===== src/rtl/lzd_decomposable_pipe_pkg.sv =====
// Shared definitions for the decomposable leading-count pipeline: lane split encoding and
// count-width helper.
package lzd_decomposable_pipe_pkg;

    typedef enum logic [1:0] {
        MODE_FULL    = 2'd0,
        MODE_HALF    = 2'd1,
        MODE_QUARTER = 2'd2,
        MODE_EIGHTH  = 2'd3
    } mode_e;

    // One extra bit so an all-matching lane can report its full width.
    function automatic int unsigned cnt_width(input int unsigned bits);
        return $clog2(bits) + 1;
    endfunction

endpackage


===== src/rtl/lzc_leaf.sv =====
// Leading-ones count and all-ones flag of one minimum-width segment.
module lzc_leaf
    import lzd_decomposable_pipe_pkg::*;
#(
    parameter int unsigned WIDTH = 8,
    localparam int unsigned CW   = cnt_width(WIDTH)
) (
    input  logic [WIDTH-1:0] seg,
    output logic [CW-1:0]    cnt,
    output logic             all
);

    logic found;

    always_comb begin
        cnt   = '0;
        found = 1'b0;
        for (int i = int'(WIDTH) - 1; i >= 0; i--) begin
            if (!found) begin
                if (seg[i]) begin
                    cnt = cnt + CW'(1);
                end else begin
                    found = 1'b1;
                end
            end
        end
        all = &seg;
    end

endmodule


===== src/rtl/lzd_decomposable_pipe.sv =====
// Two-stage leading-one/zero counter whose word can be split into 1, 2, 4 or 8 equal lanes.
// S1 holds per-segment leaf results; S2 holds the lane results merged for the requested split.
module lzd_decomposable_pipe
    import lzd_decomposable_pipe_pkg::*;
#(
    parameter int unsigned MAX_BITS  = 32,
    parameter int unsigned N_LEVELS  = 3,
    localparam int unsigned N_LANES  = 1 << (N_LEVELS - 1),
    localparam int unsigned LANE_MIN = MAX_BITS / N_LANES,
    localparam int unsigned CNT_W    = cnt_width(MAX_BITS),
    localparam int unsigned MODE_W   = (N_LEVELS > 2) ? $clog2(N_LEVELS) : 1
) (
    input  logic                       clk,
    input  logic                       rst_n,
    input  logic                       in_valid,
    output logic                       in_ready,
    input  logic [MAX_BITS-1:0]        in_data,
    input  logic [MODE_W-1:0]          in_mode,
    input  logic                       in_pol,
    output logic                       out_valid,
    input  logic                       out_ready,
    output logic [N_LANES*CNT_W-1:0]   out_cnt,
    output logic [N_LANES-1:0]         out_all,
    output logic [MODE_W-1:0]          out_mode
);

    localparam int unsigned LCW = cnt_width(LANE_MIN);

    // Counting zeros is counting ones of the inverted word.
    logic [MAX_BITS-1:0] scan;
    logic [MODE_W-1:0]   mode_c;

    assign scan   = in_data ^ {MAX_BITS{in_pol}};
    assign mode_c = (32'(in_mode) >= N_LEVELS) ? MODE_W'(N_LEVELS - 1) : in_mode;

    logic [LCW-1:0]     leaf_cnt [N_LANES];
    logic [N_LANES-1:0] leaf_all;

    for (genvar j = 0; j < N_LANES; j++) begin : g_leaf
        lzc_leaf #(
            .WIDTH (LANE_MIN)
        ) u_leaf (
            .seg (scan[j*LANE_MIN +: LANE_MIN]),
            .cnt (leaf_cnt[j]),
            .all (leaf_all[j])
        );
    end

    logic               s1_valid;
    logic [LCW-1:0]     s1_cnt [N_LANES];
    logic [N_LANES-1:0] s1_all;
    logic [MODE_W-1:0]  s1_mode;
    logic               s1_advance;
    logic               s2_load;

    assign s2_load    = !out_valid || out_ready;
    assign s1_advance = s1_valid && s2_load;
    assign in_ready   = rst_n && (!s1_valid || s1_advance);

    // Level l node k spans LANE_MIN << l bits; level N_LEVELS-1-m gives the mode-m lanes.
    logic [CNT_W-1:0] tcnt [N_LEVELS][N_LANES];
    logic             tall [N_LEVELS][N_LANES];

    for (genvar l = 0; l < N_LEVELS; l++) begin : g_lvl
        for (genvar k = 0; k < N_LANES; k++) begin : g_node
            if (l == 0) begin : g_base
                assign tcnt[0][k] = CNT_W'(s1_cnt[k]);
                assign tall[0][k] = s1_all[k];
            end else if (k < (N_LANES >> l)) begin : g_merge
                assign tall[l][k] = tall[l-1][2*k] & tall[l-1][2*k+1];
                assign tcnt[l][k] = tall[l-1][2*k+1]
                                  ? CNT_W'(LANE_MIN << (l - 1)) + tcnt[l-1][2*k]
                                  : tcnt[l-1][2*k+1];
            end else begin : g_pad
                assign tall[l][k] = 1'b0;
                assign tcnt[l][k] = '0;
            end
        end
    end

    logic [N_LANES*CNT_W-1:0] cnt_d;
    logic [N_LANES-1:0]       all_d;
    logic [MODE_W-1:0]        lvl;

    always_comb begin
        cnt_d = '0;
        all_d = '0;
        lvl   = MODE_W'(N_LEVELS - 1) - s1_mode;
        for (int k = 0; k < int'(N_LANES); k++) begin
            if (32'(k) < (32'(1) << s1_mode)) begin
                cnt_d[k*CNT_W +: CNT_W] = tcnt[lvl][k];
                all_d[k]                = tall[lvl][k];
            end
        end
    end

    always_ff @(posedge clk) begin
        if (!rst_n) begin
            s1_valid  <= 1'b0;
            s1_all    <= '0;
            s1_mode   <= '0;
            for (int j = 0; j < int'(N_LANES); j++) begin
                s1_cnt[j] <= '0;
            end
            out_valid <= 1'b0;
            out_cnt   <= '0;
            out_all   <= '0;
            out_mode  <= '0;
        end else begin
            if (!s1_valid || s1_advance) begin
                s1_valid <= in_valid;
                if (in_valid) begin
                    s1_cnt  <= leaf_cnt;
                    s1_all  <= leaf_all;
                    s1_mode <= mode_c;
                end
            end
            if (s2_load) begin
                out_valid <= s1_valid;
                if (s1_valid) begin
                    out_cnt  <= cnt_d;
                    out_all  <= all_d;
                    out_mode <= s1_mode;
                end
            end
        end
    end

endmodule


===== config.mk =====
export PLATFORM = sky130hd
export DESIGN_NAME = lzd_decomposable_pipe
export DESIGN_NICKNAME = d
export VERILOG_FILES = /design/src/rtl/lzd_decomposable_pipe_pkg.sv /design/src/rtl/lzc_leaf.sv /design/src/rtl/lzd_decomposable_pipe.sv
export SDC_FILE = /design/constraint.sdc
export NUM_CORES = 1
export LEC_CHECK = 0
export CAP_MARGIN = 20
export CELL_PAD_IN_SITES_DETAIL_PLACEMENT = 0
export CELL_PAD_IN_SITES_GLOBAL_PLACEMENT = 1
export CORE_UTILIZATION = 43
export CTS_BUF_LIST = sky130_fd_sc_hd__clkbuf_4
export CTS_CLUSTER_SIZE = 12
export DETAILED_ROUTE_END_ITERATION = 7
export PLACE_DENSITY_LB_ADDON = 0.1
export SETUP_SLACK_MARGIN = 0.15
export SYNTH_ARGS = -nofsm -noshare
export SYNTH_HDL_FRONTEND = slang
export SYNTH_HIERARCHICAL = 1
export SYNTH_SLANG_ARGS = --single-unit

===== constraint.sdc =====
create_clock -name clk -period 9.5 [get_ports clk]
set_input_delay 1.9 -clock clk [delete_from_list [all_inputs] [get_ports clk]]
set_output_delay 1.9 -clock clk [all_outputs]
set_load 0.01 [all_outputs]

# --- After elaboration in Yosys (flattened, before gate mapping) ---
# Index checks and enable logic that the tools add are counted.
totals:
  ff_bits: 54
  latch_bits: 0
  mem_bits_rw: 0
  rom_bits: 0
  inputBits: 39
  out_inout_bits: 32
  word_cells: 197
  memories: 0
classes:
  add_sub_neg: 32
  n_mul: 0
  div: 0
  order_cmp: 6
  eq_ne: 0
  shift: 1
  mux: 130
  n_bitwise: 5
  n_reduce_logical: 12
ops:
  columns: ["op", "n"]
  rows:
  - ["$mux W4", 58]
  - ["$add A4 B1 Y4 const B", 28]
  - ["$lt A3 B32 Y1 const A", 2]
  - ["$mux W1", 60]
  - ["$bmux W24 S2", 1]
  - ["$mux W24", 2]
  - ["$lt A1 B32 Y1 const A", 1]
  - ["$lt A2 B32 Y1 const A", 1]
  - ["$reduce_and A8 Y1", 4]
  - ["$shl A1 B2 Y32 const A", 1]
  - ["$xor A32 B32 Y32", 1]
  - ["$mux W6", 5]
  - ["$add A4 B4 Y5 const A", 2]
  - ["$mux W5", 2]
  - ["$bmux W4 S2", 1]
  - ["$add A5 B5 Y6 const A", 1]
  - ["$reduce_and A2 Y1", 2]
  - ["$and A1 B1 Y1", 3]
  - ["$ge A3 B3 Y1 const B", 1]
  - ["$not A2 Y3", 1]
  - ["$ge A2 B2 Y1 const B", 1]
  - ["$logic_and A1 B1 Y1", 2]
  - ["$logic_not A1 Y1", 2]
  - ["$logic_or A1 B1 Y1", 2]
  - ["other kinds (2)", 2]

# --- Longest topological paths before layout ---
depth:
  word_depth: 23
  ltp_mapped: 21
  mapped_depth_nobuf: 19

# --- Cells and area by module ---
# Netlist, hierarchy kept.
by_module_without_submodules:
  columns: ["mod", "n_inst", "cells_per_inst", "area_each_um2", "seq_area_each_um2"]
  rows:
  - ["lzd_decomposable_pipe", 1, 307, 2551.2, 980.9]
  - ["lzc_leaf (g_leaf[0].u_leaf ...)", 2, 47, 334.1, 0.0]
  - ["lzc_leaf (g_leaf[1].u_leaf ...)", 2, 48, 332.8, 0.0]

# --- Worst setup path before layout ---
# OpenSTA, ideal clock, no wires.
synth_path:
  path_type: "input-to-reg"
  from: "input port in_pol"
  to: "register s1_cnt[10] (netlist bit)"
  setup_time_ns: 0.070
  arrival_time_ns: 5.089
  required_ns: 9.430
  path_slack_ns: 4.340
  stages: 20
  n_path_buf: 2
  cell_sequence: "clkbuf_1 buf_2 xor2_1 and2_2 ha_1 o21ai_0 inv_1 ha_1 nand2_1 nand2_1 ha_1 mux2i_1 o21ai_0 ha_1 nand3_1 nor2_1 xnor3_1 nor2_1 nand2_1 a21oi_1"
synth_rtl:
  columns: ["element", "line", "source"]
  rows:
  - ["start, declared", "lzd_decomposable_pipe.sv:19", "input logic in_pol,"]
  - ["end signal, assigned", "lzd_decomposable_pipe.sv:113", "s1_cnt <= leaf_cnt;"]
  - ["end, declared", "lzd_decomposable_pipe.sv:50", "logic [LCW-1:0] s1_cnt [N_LANES];"]

==> impl_metrics.csv <==
group,metric,value,unit
run_status,status,"completed",
route,via_per_inst,5.45,
hold_path,worst_hold_path.endpoint,"out_cnt[6]",
timing,rsz0062_at_grt,"false",
setup_path,path_class,"input pin to register",
timing,finalSetupViolCount,0,
layout,finalNetCount,602,
layout,diodes,0,
setup_path,cp_num_buf_inv,2,
timing,setup_tns,0,ns
layout,layout_common_cells,"nand2_1, clkdlybuf4s50_1, dfxtp_1",
synthesis,synthDistinctLibCells,60,
clocking,cts_setup_buffers,0,
route,vias,3549,
synthesis,avgSynthCellArea,7.82,µm²
power_and_ir_drop,switching_share,32.1,%
route,avgRoutedWirePerCell,13.9,µm
setup_path,slowest_stage,"buf_2",
clocking,clock_path_buffers,2,
die,die_area,0.00942,mm²
timing,relSlewSlack,35.2,%
power_and_ir_drop,power_density,107,mW/mm²
synthesis,yosysWarnings,6,
timing,worstMarginPinSlew,0.969,ns
die,start_util,44.5,%
die,fp.dieH,97.1,µm
setup_path,cp.arrival,5.73,ns
placed_design,gp_congestion,0.835,
clocking,cts_tree,"yes",
timing,fmax,0.182,GHz
synthesis,synth-edff-count,0,
timing,hold_viol,0,
power_and_ir_drop,p_leak,1.71,nW
route,detail-route-antenna-nets,0,
grt,grt_max_degree,44,
synthesis,yosysTopAreaCell,"dfxtp_1",
power_and_ir_drop,irDropWorstVdd,0.0483,mV
clocking,cts_hold_buf,0,
die,core,0.00872,mm²
setup_path,r2r-start,"s1_mode[0]",
timing,period_minus_slack,5.49,ns
layout,ff_latch_area,981,µm²
clocking,root_buffer,"clkbuf_4",
synthesis,yosys_most_used_dff,"dfxtp_1",
power_and_ir_drop,share_comb_of_total_power,31.6,%
setup_path,cpPeakStageDelay,0.63,ns
layout,final_common_cell,"nand2_1",
setup_path,r2r_cells,5,
clocking,path_clk_slew,0.13,ns
hold_path,hold_path.class,"register to register",
setup_path,reg2reg_to,"out_cnt[18]",
synthesis,synth.area.top_cells,"dfxtp_1, nand2_1, xor2_1",
grt,grt.total_usage,19.8,%
timing,whs,0.461,ns
die,num_io_pins,71,
synthesis,ys_seq_elements,49,
layout,drive_gt1_share,7.18,%
hold_path,worstHoldPathCells,2,
setup_path,worstSetupEndpointType,"register",
setup_path,crit_required,9.74,ns
route,drc,0,
grt,grt_pass1_vias,3361,
grt,grt_pass1_wl,15800,µm
route,wl,9040,µm
die,die_w,97.1,µm
placed_design,hpwlAfterDp,6990,µm
layout,multiInputGateArea,0.00262,mm²
clocking,cts_buffers,5,
setup_path,crit_family,"adder cells",
grt,grt_overflow,0,
layout,fill_cells,861,
clocking,cts.sinks,49,
synthesis,syn_inst,497,
die,row_count,34,
synthesis,netlist_area,0.00388,mm²
timing,min_period_over_period,57.8,%
clocking,clock_latency,0.36,ns
setup_path,crit_fanout,32,
route,drt_iter0_drc,144,
setup_path,path_cells,"buf_2 -> xor2_1 -> and2_2 -> ha_1 -> o21ai_0 -> inv_1 -> ha_1 -> nand2_1 -> nand2_1 -> ha_1 -> mux2i_1 -> o21ai_0 -> ha_1 -> mux2i_1 -> nand2_1 -> o21ai_0 -> o21ai_0 -> nand2_1 -> a21oi_1",
placed_design,io_buffers,65,
timing,slew_violations,0,
clocking,htreeDepth,2,
synthesis,yosysTopAreaCellShare,25.2,%
power_and_ir_drop,p_switching,0.000157,W
clocking,cts_resized,0,
synthesis,yosysSeqAreaShare,25.2,%
grt,antenna_found_initial,0,
job,cap_violations,0,
setup_path,worst_setup_path_start_kind,"input pin",
setup_path,r2r_slack,6.93,ns
route,dr.pass1.iters,4,
timing,skew,0.00716,ns
hold_path,hp-start,"out_cnt[6]",
layout,area_growth,17.8,%
synthesis,ys_async_sr_fraction,0,%
power_and_ir_drop,p_int,0.000334,W
power_and_ir_drop,seq_power_share,43.7,%
power_and_ir_drop,clkPwrFrac,24.7,%
[logic make-up after synthesis]
kind of cell               after synthesis  synth area share, %
DFF                                     49                 25.2
buffers and inverters                   59                 7.63
and+or+nand+nor                        183                 22.4
xor gates and xnor gates                36                 9.53
AOI/OAI and AO/OA                      130                 23.5
other                                    1               0.0965
muxes                                   18                 4.83
adders and majority gates               21                 6.76
[worst max path at each step]
stage,slack [ns],cells after the start,endpoint,startpoint
floorplan,4.34,20,s1_cnt[10],in_pol
global placement,3.87,19,s1_cnt[14],in_pol
detailed placement,3.66,19,s1_cnt[9],in_pol
CTS,4.06,19,s1_cnt[9],in_pol
global route,3.59,19,s1_cnt[10],in_pol
finish,4.01,19,s1_cnt[9],in_pol
[worst register-to-register path, stage by stage, from the launching register on]
cell	delay, ns
dfxtp_1	0.79
inv_1	0.23
ha_1	0.55
nand2b_1	0.23
nor3_1	0.52
a32o_1	0.20
[power groups by stage]
stage	clock (W)	combinational (W)	sequential [W]
finish	0.000121	0.000155	0.000215
global route	0.000133	0.000175	0.000216
CTS	0.000125	0.000155	0.000215
detailed placement	0	0.000155	0.000219
global placement	0	0.000150	0.000219
floorplan	0	0.000119	0.000217
[routing by layer]
layer,GRT usage (%),up-vias,routed length (µm)
met3,3.38,16,297
li1,-,1830,-
met1,27.0,1632,4460
met2,32.4,71,4110
met4,5.28,0,167
met5,0,-,0
[state kept, by name, indices dropped and copies added (netlist names)]
signal	cells
s1_all	4
s1_cnt	16
out_mode	2
out_all	4
out_valid	1
out_cnt	19
s1_valid	1
s1_mode	2
[metrics by stage]
step / utilization, % / cells / worst slack [ns] / cell area [µm²] / total power, W
CTS: 52.5 / 651 / 4.06 / 4580 / 0.000495
floorplan: - / 501 / 4.34 / 3900 / 0.000335
detailed placement: 51.6 / 643 / 3.66 / 4500 / 0.000374
finish: 52.5 / 651 / 4.01 / 4580 / 0.000491
global route: 52.5 / 651 / 3.59 / 4580 / 0.000523
global placement: 51.6 / 643 / 3.87 / 4500 / 0.000369
[cell usage after synthesis (3+ instances only)]
cell type   n
o21a_1      4
a211oi_1    6
a211o_1     4
nor2_1     26
buf_4       5
dfxtp_1    49
a22oi_1     5
nand4_1     8
a21oi_1    43
nand3_1    13
a31oi_1     5
o2111ai_1   3
a21oi_4     4
inv_1      25
nand3b_1    6
a32o_1      6
or3_1       3
clkbuf_1    7
o2bb2ai_1   3
o21ai_0    19
ha_1       21
xor2_1     32
nor3_1      4
xnor3_1     4
and2_1      3
o211ai_1    5
a2111oi_0   4
mux2i_1    12
nand2_1    97
mux2_2      6
buf_2      15
buf_6       5
a222oi_1    3
[final cells by class]
cell class,count,share of cell area (%)
clock buffers,6,0.984
clock inverters,2,0.738
inverters,26,2.13
multi-input cells,393,57.3
flip-flops and latches,49,21.4
well taps,108,2.95
repair buffers,67,14.4
Power figures use the tool's default switching activity.
